`config.mk`:
```
export PLATFORM = sky130hd
export DESIGN_NAME = apb_rr_arbiter
export DESIGN_NICKNAME = d
export VERILOG_FILES = /design/src/rtl/apb_rr_arbiter.sv
export SDC_FILE = /design/constraint.sdc
export NUM_CORES = 1
export LEC_CHECK = 0
export BUFFER_PORTS_ARGS = -buffer_cell sky130_fd_sc_hd__buf_2
export CAP_MARGIN = 10
export CORE_MARGIN = 4
export CORE_UTILIZATION = 47
export CTS_BUF_LIST = sky130_fd_sc_hd__clkbuf_4
export DETAILED_ROUTE_END_ITERATION = 10
export PLACE_DENSITY_LB_ADDON = 0.2
export SETUP_SLACK_MARGIN = 0.05
export SLEW_MARGIN = 10
export SYNTH_ARGS = -nofsm -noshare
export SYNTH_HDL_FRONTEND = slang
export SYNTH_SLANG_ARGS = --single-unit
```
`constraint.sdc`:
```
create_clock -name pclk -period 1.81 [get_ports pclk]
set_input_delay 0.181 -clock pclk [delete_from_list [all_inputs] [get_ports pclk]]
set_output_delay 0.181 -clock pclk [all_outputs]
set_load 0.02 [all_outputs]
```
`src/rtl/apb_rr_arbiter.sv`:
```
// Round-robin arbiter that funnels several APB requesters onto one downstream
// APB segment, replaying each latched transfer and bounding it with a timeout.
module apb_rr_arbiter #(
    parameter int NUM_REQ    = 2,
    parameter int ADDR_WIDTH = 32,
    parameter int DATA_WIDTH = 32,
    parameter int TIMEOUT    = 255,
    localparam int GW        = (NUM_REQ > 1) ? $clog2(NUM_REQ) : 1,
    localparam int SW        = DATA_WIDTH / 8
) (
    input  logic                          pclk,
    input  logic                          preset_n,
    input  logic [NUM_REQ-1:0]            m_psel,
    input  logic [NUM_REQ-1:0]            m_penable,
    input  logic [NUM_REQ-1:0]            m_pwrite,
    input  logic [NUM_REQ*ADDR_WIDTH-1:0] m_paddr,
    input  logic [NUM_REQ*DATA_WIDTH-1:0] m_pwdata,
    input  logic [NUM_REQ*SW-1:0]         m_pstrb,
    output logic [NUM_REQ-1:0]            m_pready,
    output logic [DATA_WIDTH-1:0]         m_prdata,
    output logic                          m_pslverr,
    output logic                          s_psel,
    output logic                          s_penable,
    output logic                          s_pwrite,
    output logic [ADDR_WIDTH-1:0]         s_paddr,
    output logic [DATA_WIDTH-1:0]         s_pwdata,
    output logic [SW-1:0]                 s_pstrb,
    input  logic [DATA_WIDTH-1:0]         s_prdata,
    input  logic                          s_pready,
    input  logic                          s_pslverr,
    output logic                          busy,
    output logic [GW-1:0]                 grant_idx,
    output logic                          timeout_pulse
);

    localparam int CW = $clog2(TIMEOUT + 1);

    typedef enum logic [1:0] {IDLE, SETUP, ACCESS, DONE} state_e;

    state_e                  state_q, state_d;
    logic [GW-1:0]           ptr_q, ptr_d;
    logic [GW-1:0]           grant_q, grant_d;
    logic [CW-1:0]           count_q, count_d;
    logic                    s_psel_q, s_psel_d;
    logic                    s_penable_q, s_penable_d;
    logic                    s_pwrite_q, s_pwrite_d;
    logic [ADDR_WIDTH-1:0]   s_paddr_q, s_paddr_d;
    logic [DATA_WIDTH-1:0]   s_pwdata_q, s_pwdata_d;
    logic [SW-1:0]           s_pstrb_q, s_pstrb_d;
    logic [NUM_REQ-1:0]      m_pready_q, m_pready_d;
    logic [DATA_WIDTH-1:0]   m_prdata_q, m_prdata_d;
    logic                    m_pslverr_q, m_pslverr_d;
    logic                    busy_q, busy_d;
    logic                    timeout_pulse_q, timeout_pulse_d;

    logic                    found;
    logic [GW-1:0]           win_idx;
    int                      idx;
    logic                    win_write;
    logic [ADDR_WIDTH-1:0]   win_addr;
    logic [DATA_WIDTH-1:0]   win_wdata;
    logic [SW-1:0]           win_strb;

    // Requesters only ever see m_pready; their penable carries no arbitration meaning.
    logic unused_penable;
    assign unused_penable = ^m_penable;

    // Search starts at the pointer and wraps, so the last winner ranks lowest.
    always_comb begin
        // NOTE: every variable gets a default before any branch so no latch is inferred.
        found   = 1'b0;
        win_idx = '0;
        idx     = 0;
        for (int i = 0; i < NUM_REQ; i++) begin
            idx = int'(ptr_q) + i;
            if (idx >= NUM_REQ) idx = idx - NUM_REQ;
            if (!found && m_psel[idx]) begin
                found   = 1'b1;
                win_idx = GW'(idx);
            end
        end
    end

    always_comb begin
        win_write = 1'b0;
        win_addr  = '0;
        win_wdata = '0;
        win_strb  = '0;
        for (int k = 0; k < NUM_REQ; k++) begin
            if (win_idx == GW'(k)) begin
                win_write = m_pwrite[k];
                win_addr  = m_paddr[k*ADDR_WIDTH +: ADDR_WIDTH];
                win_wdata = m_pwdata[k*DATA_WIDTH +: DATA_WIDTH];
                win_strb  = m_pstrb[k*SW +: SW];
            end
        end
    end

    always_comb begin
        state_d         = state_q;
        ptr_d           = ptr_q;
        grant_d         = grant_q;
        count_d         = count_q;
        s_psel_d        = 1'b0;
        s_penable_d     = 1'b0;
        s_pwrite_d      = s_pwrite_q;
        s_paddr_d       = s_paddr_q;
        s_pwdata_d      = s_pwdata_q;
        s_pstrb_d       = s_pstrb_q;
        m_pready_d      = '0;
        m_prdata_d      = '0;
        m_pslverr_d     = 1'b0;
        timeout_pulse_d = 1'b0;

        unique case (state_q)
            IDLE: begin
                if (found) begin
                    state_d    = SETUP;
                    grant_d    = win_idx;
                    s_psel_d   = 1'b1;
                    s_pwrite_d = win_write;
                    s_paddr_d  = win_addr;
                    s_pwdata_d = win_wdata;
                    s_pstrb_d  = win_strb;
                end
            end
            SETUP: begin
                state_d     = ACCESS;
                s_psel_d    = 1'b1;
                s_penable_d = 1'b1;
            end
            ACCESS: begin
                s_psel_d    = 1'b1;
                s_penable_d = 1'b1;
                count_d     = count_q + CW'(1);
                if (s_pready) begin
                    state_d     = DONE;
                    s_psel_d    = 1'b0;
                    s_penable_d = 1'b0;
                    m_pready_d  = NUM_REQ'(1) << grant_q;
                    m_prdata_d  = s_prdata;
                    m_pslverr_d = s_pslverr;
                end else if (count_q == CW'(TIMEOUT - 1)) begin
                    state_d         = DONE;
                    s_psel_d        = 1'b0;
                    s_penable_d     = 1'b0;
                    m_pready_d      = NUM_REQ'(1) << grant_q;
                    m_pslverr_d     = 1'b1;
                    timeout_pulse_d = 1'b1;
                end
            end
            DONE: begin
                state_d = IDLE;
                count_d = '0;
                ptr_d   = (grant_q == GW'(NUM_REQ - 1)) ? '0 : grant_q + GW'(1);
            end
            default: state_d = IDLE;
        endcase

        busy_d = (state_d != IDLE);
    end

    always_ff @(posedge pclk or negedge preset_n) begin
        if (!preset_n) begin
            state_q         <= IDLE;
            ptr_q           <= '0;
            grant_q         <= '0;
            count_q         <= '0;
            s_psel_q        <= 1'b0;
            s_penable_q     <= 1'b0;
            s_pwrite_q      <= 1'b0;
            s_paddr_q       <= '0;
            s_pwdata_q      <= '0;
            s_pstrb_q       <= '0;
            m_pready_q      <= '0;
            m_prdata_q      <= '0;
            m_pslverr_q     <= 1'b0;
            busy_q          <= 1'b0;
            timeout_pulse_q <= 1'b0;
        end else begin
            // NOTE: non-blocking so every flop samples the pre-edge value of its peers.
            state_q         <= state_d;
            ptr_q           <= ptr_d;
            grant_q         <= grant_d;
            count_q         <= count_d;
            s_psel_q        <= s_psel_d;
            s_penable_q     <= s_penable_d;
            s_pwrite_q      <= s_pwrite_d;
            s_paddr_q       <= s_paddr_d;
            s_pwdata_q      <= s_pwdata_d;
            s_pstrb_q       <= s_pstrb_d;
            m_pready_q      <= m_pready_d;
            m_prdata_q      <= m_prdata_d;
            m_pslverr_q     <= m_pslverr_d;
            busy_q          <= busy_d;
            timeout_pulse_q <= timeout_pulse_d;
        end
    end

    assign m_pready      = m_pready_q;
    assign m_prdata      = m_prdata_q;
    assign m_pslverr     = m_pslverr_q;
    assign s_psel        = s_psel_q;
    assign s_penable     = s_penable_q;
    assign s_pwrite      = s_pwrite_q;
    assign s_paddr       = s_paddr_q;
    assign s_pwdata      = s_pwdata_q;
    assign s_pstrb       = s_pstrb_q;
    assign busy          = busy_q;
    assign grant_idx     = grant_q;
    assign timeout_pulse = timeout_pulse_q;

endmodule

```
* Word level (Yosys, flattened, before mapping)
Index checks and enable logic that the tools add are counted.
Cells by class: eq/ne operators 4, multipliers 0, magnitude comparators 4, bitwise logic cells 0, multiplexer cells 37, shift operators 1, divide/modulo/power cells 0, add/subtract/negate cells 5, reductions and logical operators 6
Operators with widths (number):
- 2-to-1 mux 32 bit | 6
- < comparator 32 x 3 -> 1 bit (second input constant) | 2
- 2-to-1 mux 1 bit | 20
- one-hot mux 8 bit (2 select lines) | 1
- 2-to-1 mux 2 bit | 6
- adder 8 x 1 -> 8 bit (second input constant) | 1
- equality test 8 bit (second input constant) | 1
- one-hot mux 2 bit (4 select lines) | 1
- equality test 2 bit (second input constant) | 2
- 2-to-1 mux 4 bit | 1
- nonzero test 2 bit | 2
- one-hot mux 1 bit (3 select lines) | 1
- subtractor 1 x 2 -> 3 bit (second input constant) | 1
- subtractor 2 x 2 -> 3 bit (second input constant) | 1
- adder 1 x 1 -> 2 bit (second input constant) | 1
- equality test 2 x 1 -> 1 bit (second input constant) | 1
- greater-or-equal comparator 1 x 2 -> 1 bit (second input constant) | 1
- greater-or-equal comparator 2 bit (second input constant) | 1
- zero test 2 bit | 1
- one-hot mux 1 bit (2 select lines) | 1
- AND reduction 2 bit | 1
- << shifter 1 x 1 -> 2 bit (first input constant) | 1
- adder 1 bit (second input constant) | 1
- logical AND 1 bit | 1
- zero test 1 bit | 1
Word-level totals: bits in read-only memories 0, input bits 178, memories 0, bits in writable memories 0, bits in latches 0, register bits after elaboration 120

* Depth between registers and ports, before layout
Gate-level depths: netlist of run 1.
word-level depth 12, depth in mapped cells 8

* Worst setup path before layout of run 1
Ideal clock, no wire load.
path type flip-flop to flip-flop, start reg state_q[0], end reg count_q[7], clock period less this slack 1488 ps, buffers on the path 0, library setup time 78 ps, data arrival time 1410 ps, path slack 322 ps, stages on the path, launching flop included 6, path through dfrtp_1 inv_1 ha_1 nand3_1 or4_1 a21oi_1
Between the ends: word-level cells in the longest chain between the ends 2
Ends and longest elaborated chain:
- start: declaration | line 40 | state_e state_q, state_d;
- start signal: assignment | line 182 | state_q <= state_d;
- equality test 2 bit | line 115 | unique case (state_q)
- one-hot mux 8 bit (2 select lines) / nonzero test 2 bit (equally long branches)
- end signal: assignment | line 185 | count_q <= count_d;
- end: declaration | line 43 | logic [CW-1:0] count_q, count_d;
Several ways; a longest one is shown, not always the timed one. A chain may end at the register's enable or synchronous reset.

* Final worst setup path of run 1
start reg state_q[0], end reg s_pstrb_q[1] (netlist: s_pstrb[1])
Between the ends: word-level cells in the longest chain between the ends 2
Ends and longest elaborated chain:
- zero test 2 bit | line 115
- AND reduction 2 bit (no line)
- end signal: assignment | line 191 | s_pstrb_q <= s_pstrb_d;
- end: declaration | line 49 | logic [SW-1:0] s_pstrb_q, s_pstrb_d;
Every way passes these cells.

==> results of run 1 <==
[cell families (layout without fill, tap and decap cells)]
kind of cell,Yosys count,in the layout,synth area share [%]
AO/OA/AOI/OAI,156,156,16.4
XOR/XNOR,4,4,0.644
adder cells (fa/ha/maj),7,7,1.61
buffers and inverters,63,513,5.01
flip-flops,120,120,55.2
other,0,5,0
AND/OR/NAND/NOR,199,199,21.1
[path summary, 6_finish.rpt]
check                               end  cells after the start
min reg2reg                 m_pready[0]                      1
min                          state_q[0]                      4
max in group asynchronous  s_pwdata[11]                      4
max                          s_pstrb[1]                      6
min in group asynchronous   s_pwdata[5]                      3
max reg2reg                  s_pstrb[1]                      6
[power by group through the flow]
stage / combinational [µW] / clock (µW) / sequential, µW
after global placement: 5130 / 0 / 4250
after global routing: 6230 / 2020 / 4410
after floorplan: 2190 / 0 / 5420
final: 5840 / 1890 / 4310
after CTS: 5570 / 1900 / 4230
after detailed placement: 5260 / 0 / 4270
[flip-flops by register name, indices dropped and copies added, names as in the netlist, 2 cells and up]
signal / count
count_q: 8
m_prdata: 32
m_pready: 2
s_paddr: 32
s_pstrb: 4
s_pwdata: 32
state_q: 2
[what timing repair did]
action | 4_1_cts | 5_1_grt
resized for setup | 0 | 0
setup buffers | 0 | 2
endpoints found under the setup margin | 0 | 2
hold endpoints to repair | 222 | 0
hold buffers | 175 | 0
[placed cells by master, fill, tap and decap left out, drive strengths merged]
cell type,synthesis,layout
a21boi,1,1
bufinv,0,2
or3,2,2
nor3,3,3
and3,33,33
xnor2,1,1
xor2,3,3
inv,8,10
o31ai,1,1
diode,0,5
a31oi,69,69
o21bai,1,1
nor2,77,77
nand4,3,3
nand2,4,4
dfrtp,120,120
a2111oi,1,1
nand3b,70,70
nor2b,2,2
or4,1,1
clkbuf,37,18
nand3,2,2
o21a,1,1
and4,1,1
clkinvlp,0,3
o21ai,72,72
ha,7,7
buf,18,299
a211o,1,1
or4b,1,1
dlygate4sd3,0,175
clkinv,0,6
o32ai,1,1
a21oi,8,8
[area by class of cell]
cell class              count  share of cell area [%]
repair buffers            474                    37.4
flip-flops and latches    120                    33.2
multi-input cells         366                    24.0
well taps                 143                    1.98
clock buffers              18                    1.49
clock inverters            13                    1.44
inverters                   8                   0.332
diodes                      5                   0.138
[metal layers]
layer / vias up / part of all wire (%)
met5: - / 0
met4: 0 / 5.3
met3: 113 / 9.9
met2: 468 / 49
met1: 3046 / 35
li1: 2841 / -
[stage by stage]
stage	total power (µW)	setup slack [ns]	util, %	cell area (µm²)	hold WS, ns
global placement	9380	0.296	61.6	7000	0.0270
global route	12700	0.0572	79.5	9040	0.161
floorplan	7610	0.322	-	5440	-0.115
detailed placement	9530	0.190	61.6	7000	0.0271
CTS	11700	0.184	79.3	9020	0.0908
finish	12000	0.123	79.6	9050	0.135
[worst register-to-register path: stages (launching register included)]
cell	delay (ns)
dfrtp_1	0.45
inv_1	0.13
ha_1	0.20
o21a_4	0.24
buf_12	0.25
nor2_1	0.08
a31oi_1	0.25
==> results.md, run 1 <==
* Worst path bufs/invs at 2
* DR pass1 iterations at 7
* Final Non-Filler Cells at 1147
* RSZ-0062 raised after global routing: no
* First-pass GRT wire length at 34.0 mm
* FF-to-FF Start: state_q[0]
* Critical path required time at 2.22 ns
* Area grow syn2layout at 66.4%
* Chip height at 116 µm
* Final Slew Violations at 0
* Largest net degree at the start of global routing at 82
* CP delay by family, top: compound AO/OA/AOI/OAI gates
* EDFF count, synth at 0
* Pint at 6720 µW
* Synth Instances at 549
* Die Span X at 116 µm
* Max Freq at 593 MHz
* Worst path slowest cell: dfrtp_1
* Total track usage at 32.5%
* Clk sinks at 120
* DR vias at 6468
* Gate power share at 48.5%
* Top-count cell post-synth: dfrtp_1
* CP peak stage delay at 0.45 ns
* Peak supply drop at 901 µV
* Die Footprint at 13400 µm²
* Net Switching at 5310 µW
* GRT overflow at 0
* CTS buffer count at 17
* Max-slew headroom at 63.9%
* Clock skew at 0.0275 ns
* Nets at 1172
* Clock insertion delay at the later pin of the skew report at 0.51 ns
* Hold Path Class: primary input to flip-flop
* CTS tree: yes
* Area leader, netlist: dfrtp_1
* Seq. cell area at 3000 µm²
* Hold Startpoint: m_psel[0]
* Final min period at 1.69 ns
* Period utilisation layout at 93.2%
* Pleak at 0.00435 µW
* Post-synthesis sequential area ratio at 55.2%
* Initial antenna violation count at 1
* Starting DRC count in detailed routing at 664
* Final hold violations at 0
* Netlist Area Pre-Place at 5440 µm²
* Crit path from: state_q[0]
* Root Buffer: clkbuf_4
* Distinct cell type count after synthesis at 35
* Reg power frac at 35.8%
* Rows at 39
* Post-synthesis register bit count at 120
* Met3 Track Usage GR at 9.87%
* Synth Area per Inst at 9.91 µm²
* Setup crit start kind: flip-flop
* Outcome: finished clean
* Core region area at 11400 µm²
* M2 GR Usage at 55.0%
* CP cell instances: inv_1 -> ha_1 -> o21a_4 -> buf_12 -> nor2_1 -> a31oi_1
* Met1 Use GR at 36.2%
* DR WL/cell at 19.5 µm
* Synth async-reset ratio at 100%
* Vias in the first global route at 6717
* Fill cells at 654
* Wirelength, routed at 22.4 mm
* Reg-to-reg slack, setup at 0.12 ns
* Detail Placement HPWL at 11.6 mm
* Residual DRC at 0
* Final setup violation count at 0
* Starting Density at 47.8%
* Clk pin slew, worst setup/hold paths at 0.12 ns
* Crit path capture type: flip-flop
* Layout cell share with drive strength beyond 1 at 33.7%
* Multi-input gate area at 2170 µm²
* Critical Path Fanout Max at 46
* Power per cell area at 1330 nW/µm²
* Vias per cell at 5.64
* Inst Count DP at 934
* CP arrival at 2.09 ns
* Ys flop type: dfrtp_1
* GR peak layer: met2
* Routability cong. at 0.847
* Synth warnings at 0
* Fin Setup TNS at 0 ns
* Synth top area share at 55.2%
* Worst Tran Pin Value at 0.541 ns
* Net Sw Frac at 44.1%
* Ranking of synthesized cells by area: dfrtp_1, nand3b_1, a31oi_1
* Ports at 287
* WS Path Type: flip-flop to flip-flop
* H-tree levels at 4
* Commonest cells in the netlist: dfrtp_1, nor2_1, nand3b_1
* Syn_nets at 734
* Port bufs at 284
* Max cap viols at 0
* Clock network power share at 15.7%
* Max clock buf depth at 2
* Post-route ant nets at 0
No activity file was read; power rests on OpenSTA's default activity.
==> inputs of run 2 (changes only) <==
- PLACE_DENSITY: not set -> 0.92
- PLACE_DENSITY_LB_ADDON: 0.2 -> not set
==> results.md, run 2 (synthesized netlist as in run 1, its figures left out) <==
* Outcome: finished clean
* Core region area at 11400 µm² (unchanged)
* Clock insertion delay at the later pin of the skew report at 0.52 ns (about the same)
* Clk sinks at 120 (unchanged)
* Crit path capture type: flip-flop
* Residual DRC at 0 (unchanged)
* Area grow syn2layout at 65.9%
* Hold Path Class: primary input to flip-flop
* Layout cell share with drive strength beyond 1 at 33.8% (+0.10 points)
* Setup crit start kind: flip-flop
* Fin Setup TNS at 0 ns (unchanged)
* Final Slew Violations at 0 (unchanged)
* Power per cell area at 1340 nW/µm² (+0.81%)
* Die Footprint at 13400 µm² (unchanged)
* Critical Path Fanout Max at 77 (+67%)
* Port bufs at 284 (unchanged)
* CTS tree: yes
* Clk pin slew, worst setup/hold paths at 0.11 ns (about the same)
* Fill cells at 651 (-0.46%)
* Starting Density at 47.8% (unchanged)
* Final worst setup slack at 0.166 ns (+0.0424 ns)
* Period utilisation layout at 90.8% (-2.3 points)
* Most frequent cells in the layout: buf_2, dlygate4sd3_1, dfrtp_1
* DR WL/cell at 20.5 µm (+4.8%)
* Tot Pwr at 12100 µW (+0.51%)
* Vias in the first global route at 6634 (-1.2%)
* Ports at 287 (unchanged)
* Hold Startpoint: m_psel[0]
* Max cap viols at 0 (unchanged)
* Nets at 1172 (unchanged)
* Hold Path Sink: busy
* Max Freq at 608 MHz (+2.6%)
* Max clock buf depth at 2 (unchanged)
* Vias per cell at 5.77 (+2.3%)
* Post-route ant nets at 0 (unchanged)
* Multi-input gate area at 2170 µm² (unchanged)
* CP arrival at 2.06 ns (-0.03 ns)
* Worst Tran Pin Value at 0.551 ns (+0.00988 ns)
* GRT overflow at 0 (unchanged)
* Final min period at 1.64 ns (-0.0424 ns)
* Reg-to-reg slack, setup at 0.17 ns (+0.04 ns)
* Reg2Reg Depth at 6 (unchanged)
* Die Span X at 116 µm (unchanged)
* Starting DRC count in detailed routing at 795 (+20%)
* CTS buffer count at 17 (unchanged)
* Most common cell after layout, fill and taps aside: buf_2
* Pleak at 0.00434 µW (-0.19%)
* Chip height at 116 µm (unchanged)
* First-pass GRT wire length at 35.3 mm (+3.9%)
* Routability cong. at 0.844 (-0.33%)
* FF-to-FF Start: state_q[0]
* Wirelength, routed at 23.5 mm (+4.8%)
* RSZ-0062 raised after global routing: no
* WS Path Type: flip-flop to flip-flop
* Max-slew headroom at 63.2% (-0.66 points)
* Clock skew at 0.0174 ns (-0.0100 ns)
* Final setup violation count at 0 (unchanged)
* DR vias at 6617 (+2.3%)
* Root Buffer: clkbuf_4
* Peak supply drop at 899 µV (-0.22%)
* Rows at 39 (unchanged)
* Hold path cells at 4 (unchanged)
* Detail Placement HPWL at 11.7 mm (+0.46%)
* Initial antenna violation count at 4 (+3)
* Critical path required time at 2.23 ns (about the same)
* Largest net degree at the start of global routing at 86 (+4.9%)
* H-tree levels at 4 (unchanged)
* DR pass1 iterations at 6 (-1)
* Final hold violations at 0 (unchanged)
* Total track usage at 34.5% (+2.0 points)
* Critical R2R Capture: s_pwdata[22]
* Place WS at 0.233 ns (+0.0426 ns)
* Seq. cell area at 3000 µm² (unchanged)
run 2: changes by cell type in the layout (fill, tap and decap cells not counted), moves of 2 or more:
cell	previous run	this run
buf_4	8	14
inv_6	2	0
buf_12	8	3
dlygate4sd3_1	175	173
clkinv_4	0	2
run 2: critical path, stage by stage, from the launching register on:
cell     delay (ns)
dfrtp_1        0.42
inv_1          0.11
ha_1           0.22
o21a_4         0.18
buf_16         0.26
nor2_1         0.09
a31oi_1        0.22
run 2: metal layers:
layer / routed length (µm) / up-vias / global-route usage (%)
met5: 0 / - / 0
met4: 1440 / 0 / 20.0
met3: 2360 / 134 / 9.87
met2: 11900 / 522 / 59.7
met1: 7800 / 3109 / 37.9
li1: - / 2852 / -
run 2: cell type report:
cell class | count | share of cell area (%)
Antenna cell | 5 | 0.139
Tap cell | 143 | 1.98
Clock inverter | 14 | 1.76
Multi-Input combinational cell | 366 | 24.1
Inverter | 8 | 0.333
Sequential cell | 120 | 33.3
Clock buffer | 17 | 1.41
Timing Repair Buffer | 474 | 37.0
run 2: what timing repair did:
| action | in CTS | in global routing |
|---|---|---|
| endpoints found under the setup margin | 0 | 6 |
| hold buffers | 173 | 0 |
| setup buffers | 0 | 1 |
| hold endpoints to repair | 136 | 0 |
| gates resized for setup | 0 | 2 |
run 2: power by group:
part	switching, µW	internal (µW)
Sequential	616	3700
Clock	1040	935
Combinational	3650	2160
Total	5300	6790
run 2: worst max-delay path by stage:
stage                from           end  cells after the start
6_report       state_q[0]  s_pwdata[22]                      6
5_1_grt        state_q[0]    count_q[7]                      5
4_1_cts        state_q[0]    count_q[7]                      5
3_5_place_dp   state_q[0]          busy                      6
3_3_place_gp   state_q[0]    state_q[0]                      6
2_1_floorplan  state_q[0]    count_q[7]                      5
run 2: per-stage QoR:
stage               instance area, µm²  cells  hold slack, ns  util (%)
finish                            9020   1147           0.159      79.4
global placement                  6980    937           0.187      61.4
floorplan                         5440    549          -0.115         -
detailed placement                6980    937           0.193      61.4
CTS                               8990   1141           0.112      79.1
global route                      9020   1146           0.122      79.3
==> inputs of run 3 (changes only) <==
- PLACE_DENSITY: 0.92 -> not set
- PLACE_DENSITY_LB_ADDON: not set -> 0.25
==> results.md, run 3 (synthesized netlist as in run 1, its figures left out) <==
* GRT overflow at 0 (unchanged)
* Clock skew at 0.0208 ns (+0.00337 ns)
* CP peak stage delay at 0.46 ns (+0.04 ns)
* Design area at 9020 µm² (about the same)
* Layout cell share with drive strength beyond 1 at 33.5% (-0.30 points)
* Hold Startpoint: m_psel[1]
* Rows at 39 (unchanged)
* FF-to-FF Start: state_q[0]
* WL met3 at 2.26 mm (-4.0%)
* Max cap viols at 0 (unchanged)
* First-pass GRT wire length at 33.7 mm (-4.7%)
* Post-placement cell area at 6940 µm² (-0.47%)
* Met2 WL post-DR at 11.2 mm (-5.7%)
* CP arrival at 2.09 ns (+0.03 ns)
* Clock insertion delay at the later pin of the skew report at 0.51 ns (about the same)
* Residual DRC at 0 (unchanged)
* Crit path capture type: flip-flop
* Worst path slowest cell: dfrtp_2
* Post-route ant nets at 0 (unchanged)
* Initial antenna violation count at 0 (-4)
* DR pass1 iterations at 8 (+2)
* Root Buffer: clkbuf_4
* Vias per cell at 5.71 (-0.96%)
* Setup crit start kind: flip-flop
* Power per cell area at 1360 nW/µm² (+1.3%)
* Final min period at 1.66 ns (+0.0193 ns)
* Highest Signal Layer: met4
* Most frequent cells in the layout: buf_2, dlygate4sd3_1, dfrtp_1
* Area grow syn2layout at 65.9% (about the same)
* Critical path required time at 2.23 ns (about the same)
* Seq. cell area at 3000 µm² (about the same)
* Peak supply drop at 828 µV (-7.9%)
* Starting Density at 47.8% (unchanged)
* Ports at 287 (unchanged)
* Core region area at 11400 µm² (unchanged)
* Fill cells at 634 (-2.6%)
* Pleak at 0.00433 µW (-0.25%)
* Routability cong. at 0.842 (-0.24%)
* RSZ-0062 raised after global routing: no
* Starting DRC count in detailed routing at 673 (-15%)
* DR WL/cell at 19.6 µm (-4.2%)
* CTS buffer count at 17 (unchanged)
* WL met1 at 7.72 mm (-1.0%)
* Hold Path Class: primary input to flip-flop
* Nets at 1165 (-0.60%)
* DR vias at 6502 (-1.7%)
* Crit path from: state_q[0]
* Max clock buf depth at 2 (unchanged)
* Port bufs at 284 (unchanged)
* Largest net degree at the start of global routing at 140 (+63%)
* WS Path Type: flip-flop to flip-flop
* Final setup violation count at 0 (unchanged)
* Clk pin slew, worst setup/hold paths at 0.11 ns (about the same)
* Die Span X at 116 µm (unchanged)
* Worst Tran Pin Value at 0.551 ns (+0.000162 ns)
* Total track usage at 32.4% (-2.1 points)
* CTS tree: yes
* Period utilisation layout at 91.9% (+1.1 points)
* Chip height at 116 µm (unchanged)
* Fin Setup TNS at 0 ns (unchanged)
* Max Freq at 601 MHz (-1.2%)
* Max-slew headroom at 63.2% (about the same)
* Multi-input gate area at 2170 µm² (unchanged)
* Detail Placement HPWL at 11.7 mm (-0.15%)
* H-tree levels at 4 (unchanged)
* Clk sinks at 120 (unchanged)
* Final Slew Violations at 0 (unchanged)
* Hold_ws at 0.0400 ns (-0.120 ns)
* CP cell instances: inv_1 -> ha_1 -> buf_12 -> nand2_1 -> or3_1 -> a21oi_1
* Most common cell after layout, fill and taps aside: buf_2
* Wirelength, routed at 22.3 mm (-5.0%)
* Vias in the first global route at 6560 (-1.1%)
* Die Footprint at 13400 µm² (unchanged)
* Critical Path Fanout Max at 39 (-49%)
* Outcome: finished clean
* Final hold violations at 0 (unchanged)
run 3: cell count changes in the layout (fill, tap and decap cells not counted):
cell / change
buf_12: +3
buf_16: -1
buf_4: -9
bufinv_16: +1
clkinv_2: -3
clkinv_4: +2
clkinvlp_4: -1
dfrtp_1: -1
dfrtp_2: +1
diode_2: -3
inv_6: +2
o21ai_0: +1
o21ai_1: -1
run 3: path summary, 6_finish.rpt:
check,slack (ns),depth (start not counted),endpoint
worst max-delay path,0.15,6,count_q[6]
worst min-delay path,0.04,3,s_paddr[17]
worst max register to register,0.15,6,count_q[6]
worst min register to register,0.52,1,m_pready[0]
max in group asynchronous,1.13,3,s_pwdata[2]
min in group asynchronous,0.22,3,s_paddr[31]
run 3: repair_timing:
action                                 in CTS  in global routing
buffers inserted                            0                  0
endpoints found under the hold margin     222                  0
hold buffers                              173                  0
setup endpoints to repair                   2                  3
resized for setup                           1                  3
run 3: where the power goes:
group / leakage (µW) / switching (µW) / internal, µW
Combinational: 0.00271 / 3620 / 2130
Clock: 0.000170 / 1090 / 1100
Sequential: 0.00145 / 618 / 3700
run 3: layout make-up:
class / count / area share (%)
timing repair buffer: 467 / 36.6
sequential: 120 / 33.3
multi-input combinational: 366 / 24.1
clock inverter: 15 / 2.23
tap: 143 / 1.98
clock buffer: 17 / 1.41
inverter: 8 / 0.333
antenna: 2 / 0.0555
run 3: per-stage QoR:
step / util (%) / setup WS (ns) / std cells / total power, µW
final: 79.4 / 0.146 / 1138 / 12300
after global placement: 61.1 / 0.137 / 931 / 9260
after global routing: 79.3 / 0.0588 / 1136 / 12900
after detailed placement: 61.1 / 0.0568 / 931 / 9480
after CTS: 79.2 / 0.114 / 1136 / 12000
after floorplan: - / 0.322 / 549 / 7610
run 3: per-layer routing:
| metal | GRT usage (%) | vias to the layer above |
|---|---|---|
| met2 | 56.3 | 460 |
| met1 | 36.2 | 3098 |
| met4 | 16.7 | 0 |
| li1 | - | 2838 |
| met3 | 9.30 | 106 |
| met5 | 0 | - |
run 3: critical path, delay by kind of cell, from the launching register on:
| family | cells | cell delay [ns] |
|---|---|---|
| compound gates | 1 | 0.15 |
| fa+ha+maj | 1 | 0.22 |
| buf+inv | 2 | 0.32 |
| simple gates | 2 | 0.45 |
| flops | 1 | 0.46 |
